File: config.mk
export PLATFORM = sky130hd
export DESIGN_NAME = stream_demux_1xn
export DESIGN_NICKNAME = d
export VERILOG_FILES = /design/src/rtl/stream_demux_pkg.sv /design/src/rtl/demux_slot.sv /design/src/rtl/stream_demux_1xn.sv
export SDC_FILE = /design/constraint.sdc
export NUM_CORES = 1
export LEC_CHECK = 0
export CORE_MARGIN = 5
export CORE_UTILIZATION = 40
export DETAILED_ROUTE_END_ITERATION = 8
export PLACE_DENSITY = 0.81
export SLEW_MARGIN = 20
export SYNTH_ARGS = -nofsm -noshare
export SYNTH_HDL_FRONTEND = slang
export SYNTH_SLANG_ARGS = --single-unit
File: constraint.sdc
create_clock -name clk -period 1.45 [get_ports clk]
set_clock_uncertainty 0.2 [all_clocks]
set_input_delay 0.2175 -clock clk [delete_from_list [all_inputs] [get_ports clk]]
set_output_delay 0.2175 -clock clk [all_outputs]
set_load 0.01 [all_outputs]
File: src/rtl/stream_demux_pkg.sv
// ============================================================================
//  Module   : stream_demux_pkg
//  Purpose  : Shared types and constants for the 1-to-N stream demultiplexer.
//  Revision : 1.0 - initial release
// ============================================================================
`default_nettype none

package stream_demux_pkg;

    localparam int DROP_CNT_W = 16;
    localparam logic [DROP_CNT_W-1:0] DROP_CNT_MAX = '1;

    typedef enum logic [0:0] {
        SLOT_EMPTY = 1'b0,
        SLOT_FULL  = 1'b1
    } slot_state_e;

endpackage

`default_nettype wire

File: src/rtl/demux_slot.sv
// ============================================================================
//  Module   : demux_slot
//  Purpose  : One-entry output holding slot with an EMPTY/FULL handshake FSM.
//  Revision : 1.0 - initial release
// ============================================================================
`default_nettype none

module demux_slot
    import stream_demux_pkg::*;
#(
    parameter int DATA_W = 1
) (
    input  logic              clk,
    input  logic              rst_n,
    input  logic              load,
    input  logic [DATA_W-1:0] load_data,
    input  logic              out_ready,
    output logic              out_valid,
    output logic [DATA_W-1:0] out_data,
    output logic              free
);

    slot_state_e       state_q;
    logic [DATA_W-1:0] data_q;

    always_ff @(posedge clk) begin
        if (!rst_n) begin
            state_q <= SLOT_EMPTY;
            data_q  <= '0;
        end else begin
            case (state_q)
                SLOT_EMPTY: begin
                    if (load) begin
                        state_q <= SLOT_FULL;
                        data_q  <= load_data;
                    end
                end
                SLOT_FULL: begin
                    // A load while draining replaces the beat without a bubble.
                    if (load) begin
                        data_q <= load_data;
                    end else if (out_ready) begin
                        state_q <= SLOT_EMPTY;
                    end
                end
                default: state_q <= SLOT_EMPTY;
            endcase
        end
    end

    assign out_valid = (state_q == SLOT_FULL);
    assign out_data  = data_q;
    assign free      = !out_valid || out_ready;

endmodule

`default_nettype wire

File: src/rtl/stream_demux_1xn.sv
// ============================================================================
//  Module   : stream_demux_1xn
//  Purpose  : Registered 1-to-N stream demux with broadcast and drop counting.
//  Revision : 1.0 - initial release
// ============================================================================
`default_nettype none

module stream_demux_1xn
    import stream_demux_pkg::*;
#(
    parameter  int DATA_W = 1,
    parameter  int N_CH   = 8,
    localparam int SEL_W  = $clog2(N_CH)
) (
    input  logic                   clk,
    input  logic                   rst_n,
    input  logic                   in_valid,
    output logic                   in_ready,
    input  logic [DATA_W-1:0]      in_data,
    input  logic [SEL_W-1:0]       in_sel,
    input  logic                   in_bcast,
    output logic [N_CH-1:0]        out_valid,
    input  logic [N_CH-1:0]        out_ready,
    output logic [N_CH*DATA_W-1:0] out_data,
    output logic [DROP_CNT_W-1:0]  drop_count
);

    logic [N_CH-1:0]       w_sel_onehot;
    logic [N_CH-1:0]       w_free;
    logic [N_CH-1:0]       w_load;
    logic                  w_sel_legal;
    logic                  w_handshake;
    logic                  w_drop;
    logic [DROP_CNT_W-1:0] drop_cnt_q;
    logic [DROP_CNT_W-1:0] drop_cnt_d;

    // An out-of-range select decodes to all zeros, which also marks it illegal.
    always_comb begin
        w_sel_onehot = '0;
        for (int k = 0; k < N_CH; k++) begin
            if (in_sel == SEL_W'(k)) begin
                w_sel_onehot[k] = 1'b1;
            end
        end
    end

    assign w_sel_legal = |w_sel_onehot;

    always_comb begin
        in_ready = 1'b0;
        if (rst_n) begin
            if (in_bcast) begin
                in_ready = &w_free;
            end else if (w_sel_legal) begin
                in_ready = |(w_sel_onehot & w_free);
            end else begin
                in_ready = 1'b1;
            end
        end
    end

    assign w_handshake = in_valid && in_ready;
    assign w_load      = w_handshake ? (in_bcast ? {N_CH{1'b1}} : w_sel_onehot) : '0;
    assign w_drop      = w_handshake && !in_bcast && !w_sel_legal;

    always_comb begin
        drop_cnt_d = drop_cnt_q;
        if (w_drop && (drop_cnt_q != DROP_CNT_MAX)) begin
            drop_cnt_d = drop_cnt_q + 1'b1;
        end
    end

    always_ff @(posedge clk) begin
        if (!rst_n) begin
            drop_cnt_q <= '0;
        end else begin
            drop_cnt_q <= drop_cnt_d;
        end
    end

    assign drop_count = drop_cnt_q;

    for (genvar k = 0; k < N_CH; k++) begin : g_slot
        demux_slot #(
            .DATA_W (DATA_W)
        ) u_slot (
            .clk       (clk),
            .rst_n     (rst_n),
            .load      (w_load[k]),
            .load_data (in_data),
            .out_ready (out_ready[k]),
            .out_valid (out_valid[k]),
            .out_data  (out_data[k*DATA_W +: DATA_W]),
            .free      (w_free[k])
        );
    end

endmodule

`default_nettype wire

==> results of run 1 <==
## cell usage after synthesis, drive strengths merged (2+ instances only)
master   n
and3     2
nor2     9
dfxtp   32
a31oi    2
nor2b    3
nand3b   3
o22ai    8
o221ai   8
clkbuf   4
inv      2
mux2i    9
and2    20
buf     20
nand2    9
nand2b   8
nand4    2
## where the power goes
part	switching (mW)	internal, mW	total, mW
Combinational	0.259	0.300	0.559
Clock	0.331	0.606	0.938
Sequential	0.0229	0.915	0.938
## state kept, by name (all words and copies together) (netlist names)
| name | count |
|---|---|
| g_slot.u_slot.out_valid | 8 |
| drop_count | 16 |
| g_slot.u_slot.out_data | 8 |
## critical path: stages
cell and delay, ps:
dlygate4sd2_1 320, buf_4 200, a31oi_4 190, o311ai_4 120, o211a_1 240, buf_2 140
## logic make-up after synthesis
| logic type | Yosys count | synth area share |
|---|---|---|
| muxes | 9 | 0.0612 |
| AOI/OAI and AO/OA | 23 | 0.153 |
| DFF | 32 | 0.435 |
| and+or+nand+nor | 60 | 0.234 |
| buffers and inverters | 26 | 0.117 |
## cells in the final DEF, fill, tap and decap left out, drive strengths merged, types with 3 or more instances in the layout
cell type / instances
and2: 20
buf: 34
clkbuf: 7
clkdlybuf4s50: 4
dfxtp: 32
dlygate4sd2: 42
mux2i: 9
nand2: 9
nand2b: 8
nand3b: 3
nor2: 9
nor2b: 3
o221ai: 8
o22ai: 8
## area by class of cell
cell class,count,share of cell area
inverter,2,0.00304
multi-input combinational,92,0.359
timing repair buffer,81,0.299
sequential,32,0.263
tap,48,0.0243
clock inverter,1,0.0122
clock buffer,7,0.0390
## final timing paths
| kind | to | cells past startpoint | from | slack [ps] |
|---|---|---|---|---|
| max | in_ready | 6 | in_sel[2] | -410 |
| max reg2reg | g_slot[1].u_slot.out_valid | 7 | g_slot[3].u_slot.out_valid | -390 |
| min | g_slot[4].u_slot.out_valid | 3 | out_ready[4] | 160 |
| min reg2reg | drop_count[3] | 1 | drop_count[3] | 250 |
## what timing repair did
action                                  CTS  global route
setup buffers                             7             0
resized for setup                        81            10
pin swaps                                15             7
cloned                                    2             0
endpoints found under the setup margin   49            18
## metal layers
metal / up-vias / routed length [µm]
met5: - / 0
met4: 0 / 36
met3: 4 / 246
met2: 42 / 1860
met1: 622 / 1720
li1: 643 / -
==> impl_results.md, run 1 <==
- Outcome: complete, but fails checks
- Failing checks: negative setup slack
- Antenna violation net count after detailed routing: 0
- Routing usage on met2: 0.252
- Routability-driven placement congestion ratio: 0.884
- Period Utilization, post-route: 1.28
- Synth Warn #: 0
- Die area: 0.00499 mm²
- CTS tree: yes
- Fmax: 537 MHz
- 1st-pass router iterations: 4
- DR vias/cell: 4.98
- Hold_ws: 161 ps
- Synth top area share: 0.435
- Number of enable flip-flop cells after synthesis: 0
- Insertion delay to the later sink of the worst-skew pair: 280 ps
- Worst setup EP type: output port
- Met3 Resource Use GR: 0.0597
- Fin cells: 263
- Rows: 22
- Pin count of the biggest net entering global routing: 28
- Drt total wl: 3860 µm
- Fin nets: 230
- Post-synth top area cell: dfxtp_1
- GR peak layer: met2
- Die Wd: 70.7 µm
- Final Power: 2.43 mW
- Slew @ Worst Pin: 465 ps
- Worst setup SP type: input port
- Fillcell total: 290
- Port Buf Inserts: 48
- N_diodes: 0
- Leakage: 1.17 nW
- Async S/R FF share, synth: 0
- PwrDens: 986 mW/mm²
- Synthesized area: 0.00147 mm²
- Global-route wire length before repair: 6330 µm
- RSZ-0062 raised after global routing: yes
- Seq cells post-synth: 32
- CTS Buf Count: 5
- DRC errors left: 0
- # placed instances: 247
- Unique cell type count in the Yosys netlist: 29
- Worst Path Arrival: 1440 ps
- Register area: 651 µm²
- Core area: 0.00361 mm²
- Syn avg cell area: 9.82 µm²
- Dpl hpwl: 2440 µm
- Syn_nets: 166
- VDD IR max: 565 µV
- Grt ovf: 0
- CTS clock-pin slew for the worst setup and hold paths: 70 ps
- Share of cells above drive strength 1: 0.358
- Top area cells in the synthesized netlist: dfxtp_1 (44%), buf_4 (8.7%), and2_1 (8.5%)
- Crit path max fanout: 6
- Die height: 70.7 µm
- # Max-Cap Violations: 0
- Fin. Hold Viols: 0
- IO Pins: 49
- Area of the multi-input gates: 887 µm²
- Hold-fix buffers, CTS: 0
- Finished Core Util: 0.685
- Cells after Synth: 150
- Period minus WS final: 1860 ps
- CTS root buffer: clkbuf_8
- Worst EP required: 1030 ps
- Sequential-to-total area share from yosys stat: 0.435
- Dpl ws: -943 ps
- Post-DP Area: 0.00207 mm²
- DR iter-0 viols: 31
- Number of global-route vias before repair: 1,319
- Setup-failing EPs final: 17
- Area grow syn2layout: 67.7%
- DR vias: 1,311
- Initial antenna violation count: 0
- Ys flop type: dfxtp_1
- CTS Sinks: 32
- Drt wl/cell: 14.7 µm
- Initial Utilization: 0.408
- Clock buffer depth: 2
- Min-Delay Path Class: input port to flop
- Kind of critical path: input port to output port
- Slew margin rel.: 0.687
- CTS H-tree lvls: 2
- Final-report max-slew violation count: 0
- Setup ws final: -411 ps
- Total negative slack: -5610 ps
- Final instance area: 0.00247 mm²
- Total Routing Usage GR: 0.157
- Grt met1 use: 0.204
Note: power is estimated with default switching activity, not from simulation.
==> run 2, diff against run 1 <==
- GPL_TIMING_DRIVEN: unset -> 0
==> impl_results.md, run 2 (synthesis results as in run 1) <==
- Outcome: complete, but fails checks
- Failing checks: negative setup slack
- Total Routing Usage GR: 0.160 (+0.00310)
- Antenna violation net count after detailed routing: 0 (unchanged)
- CTS clock-pin slew for the worst setup and hold paths: 70 ps (about the same)
- Final-report max-slew violation count: 0 (unchanged)
- IO Pins: 49 (unchanged)
- Final Power: 2.40 mW (-1.3%)
- Critical path cell sequence: nand2b_4 -> o2111ai_4 -> o311ai_4 -> buf_4 -> buf_6 -> o211ai_4 -> o22ai_1
- VDD IR max: 654 µV (+16%)
- Die area: 0.00499 mm² (unchanged)
- 1st-pass router iterations: 4 (unchanged)
- Worst path max stage delay: 350 ps (+30 ps)
- Finished Core Util: 0.661 (-0.0236)
- RSZ-0062 raised after global routing: yes
- CTS Sinks: 32 (unchanged)
- N_diodes: 0 (unchanged)
- Worst path slowest cell: dfxtp_2
- Global-route wire length before repair: 6460 µm (+2.0%)
- DRC errors left: 0 (unchanged)
- Routability-driven placement congestion ratio: 0.869 (-1.7%)
- Crit path max fanout: 8 (+2)
- Max reg flops: 16 (unchanged)
- Setup ws final: -377 ps (+34.4 ps)
- Most frequent cells in the layout: dlygate4sd2_1 (32), dfxtp_1 (24), buf_4 (22)
- Drt total wl: 3810 µm (-1.1%)
- Net Sw Frac: 0.250 (-0.00153)
- Initial antenna violation count: 0 (unchanged)
- Core area: 0.00361 mm² (unchanged)
- Die Wd: 70.7 µm (unchanged)
- Insertion delay to the later sink of the worst-skew pair: 280 ps (about the same)
- CTS tree: yes
- Slew @ Worst Pin: 562 ps (+96.4 ps)
- Grt ovf: 0 (unchanged)
- Min-Delay Path Class: input port to flop
- Period minus WS final: 1830 ps (-34.4 ps)
- CTS Buf Count: 5 (unchanged)
- DR vias: 1,252 (-4.5%)
- Fillcell total: 298 (+2.8%)
- Leakage: 1.11 nW (-5.0%)
- Top delay family on crit path: compound AO/OA/AOI/OAI gates
- CTS root buffer: clkbuf_8
- Rows: 22 (unchanged)
- Fin. Hold Viols: 0 (unchanged)
- Dpl ws: -1250 ps (-305 ps)
- Clock buffer depth: 2 (unchanged)
- Worst Path Buf+Inv: 2 (-1)
- Worst EP required: 1400 ps (+370 ps)
- CTS H-tree lvls: 2 (unchanged)
- Kind of critical path: flop to flop
- Share of cells above drive strength 1: 0.355 (-0.00300)
- DR vias/cell: 4.78 (-4.1%)
- DR iter-0 viols: 107 (+250%)
- Int Pwr: 1.80 mW (-1.1%)
- Fin nets: 229 (-0.43%)
- Hold-fix buffers, CTS: 0 (unchanged)
- Initial Utilization: 0.408 (unchanged)
- Dpl hpwl: 2250 µm (-8.1%)
- Pin count of the biggest net entering global routing: 11 (-61%)
- Setup-failing EPs final: 17 (unchanged)
- Clock Power Share: 0.390 (+0.005)
- Worst Path Arrival: 1780 ps (+340 ps)
- Sequential share of power: 0.391 (+0.006)
- Commonest non-fill, non-tap cell in the layout: dlygate4sd2_1
- Area grow syn2layout: 61.9%
- Die height: 70.7 µm (unchanged)
- Slew margin rel.: 0.622 (-0.0649)
- Number of global-route vias before repair: 1,341 (+1.7%)
- Combinational power share: 0.219 (-0.011)
- Worst setup SP type: flop
- Period Utilization, post-route: 1.26 (-0.0237)
- # Max-Cap Violations: 0 (unchanged)
- Drt wl/cell: 14.6 µm (-0.74%)
- Fmax: 547 MHz (+1.9%)
- Port Buf Inserts: 44 (-8.3%)
- PwrDens: 1010 mW/mm² (+2.2%)
- Psw: 0.602 mW (-1.9%)
- Worst setup EP type: flop
## run 2: changes by cell type in the layout (fill, tap and decap cells not counted), sizes merged
cell           previous run  this run
dlygate4sd2              42        32
clkdlybuf4s15             1        10
clkbuf                    7        11
clkdlybuf4s50             4         1
buf                      34        33
## run 2: worst paths after layout
| check | startpoint | end | slack (ps) | cells past startpoint |
|---|---|---|---|---|
| max reg2reg | g_slot[3].u_slot.out_valid | g_slot[1].u_slot.out_valid | -380 | 7 |
| max | g_slot[3].u_slot.out_valid | g_slot[1].u_slot.out_valid | -380 | 7 |
| min reg2reg | drop_count[15] | drop_count[15] | 250 | 1 |
| min | out_ready[2] | g_slot[2].u_slot.out_valid | 160 | 3 |
## run 2: repair_timing
| action | in CTS | in global routing |
|---|---|---|
| endpoints found under the setup margin | 49 | 27 |
| setup buffers | 11 | 0 |
| cloned | 1 | 0 |
| resized for setup | 81 | 16 |
| pin swaps | 16 | 13 |
## run 2: power groups by stage
stage               sequential (mW)  clock [mW]  combinational (mW)
floorplan                     0.943           0               0.266
global placement              0.946           0               0.399
detailed placement            0.947           0               0.402
CTS                           0.940       0.949               0.493
global route                  0.943       0.993               0.561
finish                        0.940       0.937               0.527
## run 2: final cells by class
cell class                 instances  area (µm²)  share of cell area
timing repair buffer              56         523               0.219
clock inverter                     1        30.0              0.0126
tap                               48        60.1              0.0252
buffer                            24         175              0.0735
inverter                           2        7.51             0.00315
clock buffer                       7        96.3              0.0404
multi-input combinational         92         842               0.353
sequential                        32         651               0.273
## run 2: through the flow
step / setup TNS [ps] / std cells / cell area (µm²) / hold WS [ps]
after global placement: -12240 / 242 / 2000 / 242
after detailed placement: -12420 / 242 / 2000 / 245
after global routing: -7130 / 262 / 2380 / 170
after floorplan: -2150 / 150 / 1500 / 234
final: -5940 / 262 / 2380 / 156
after CTS: -4680 / 262 / 2350 / 157
## run 2: worst register-to-register path: stages (launching register included)
cell       delay [ps]
dfxtp_2           350
nand2b_4           70
o2111ai_4         200
o311ai_4          140
buf_4             170
buf_6             140
o211ai_4          280
o22ai_1           140
## run 2: metal layers
layer	global-route usage	vias up	wire length, µm
met2	0.249	38	1830
met5	0	-	0
met3	0.0781	3	301
li1	-	634	-
met4	0.0397	0	25
met1	0.200	577	1660
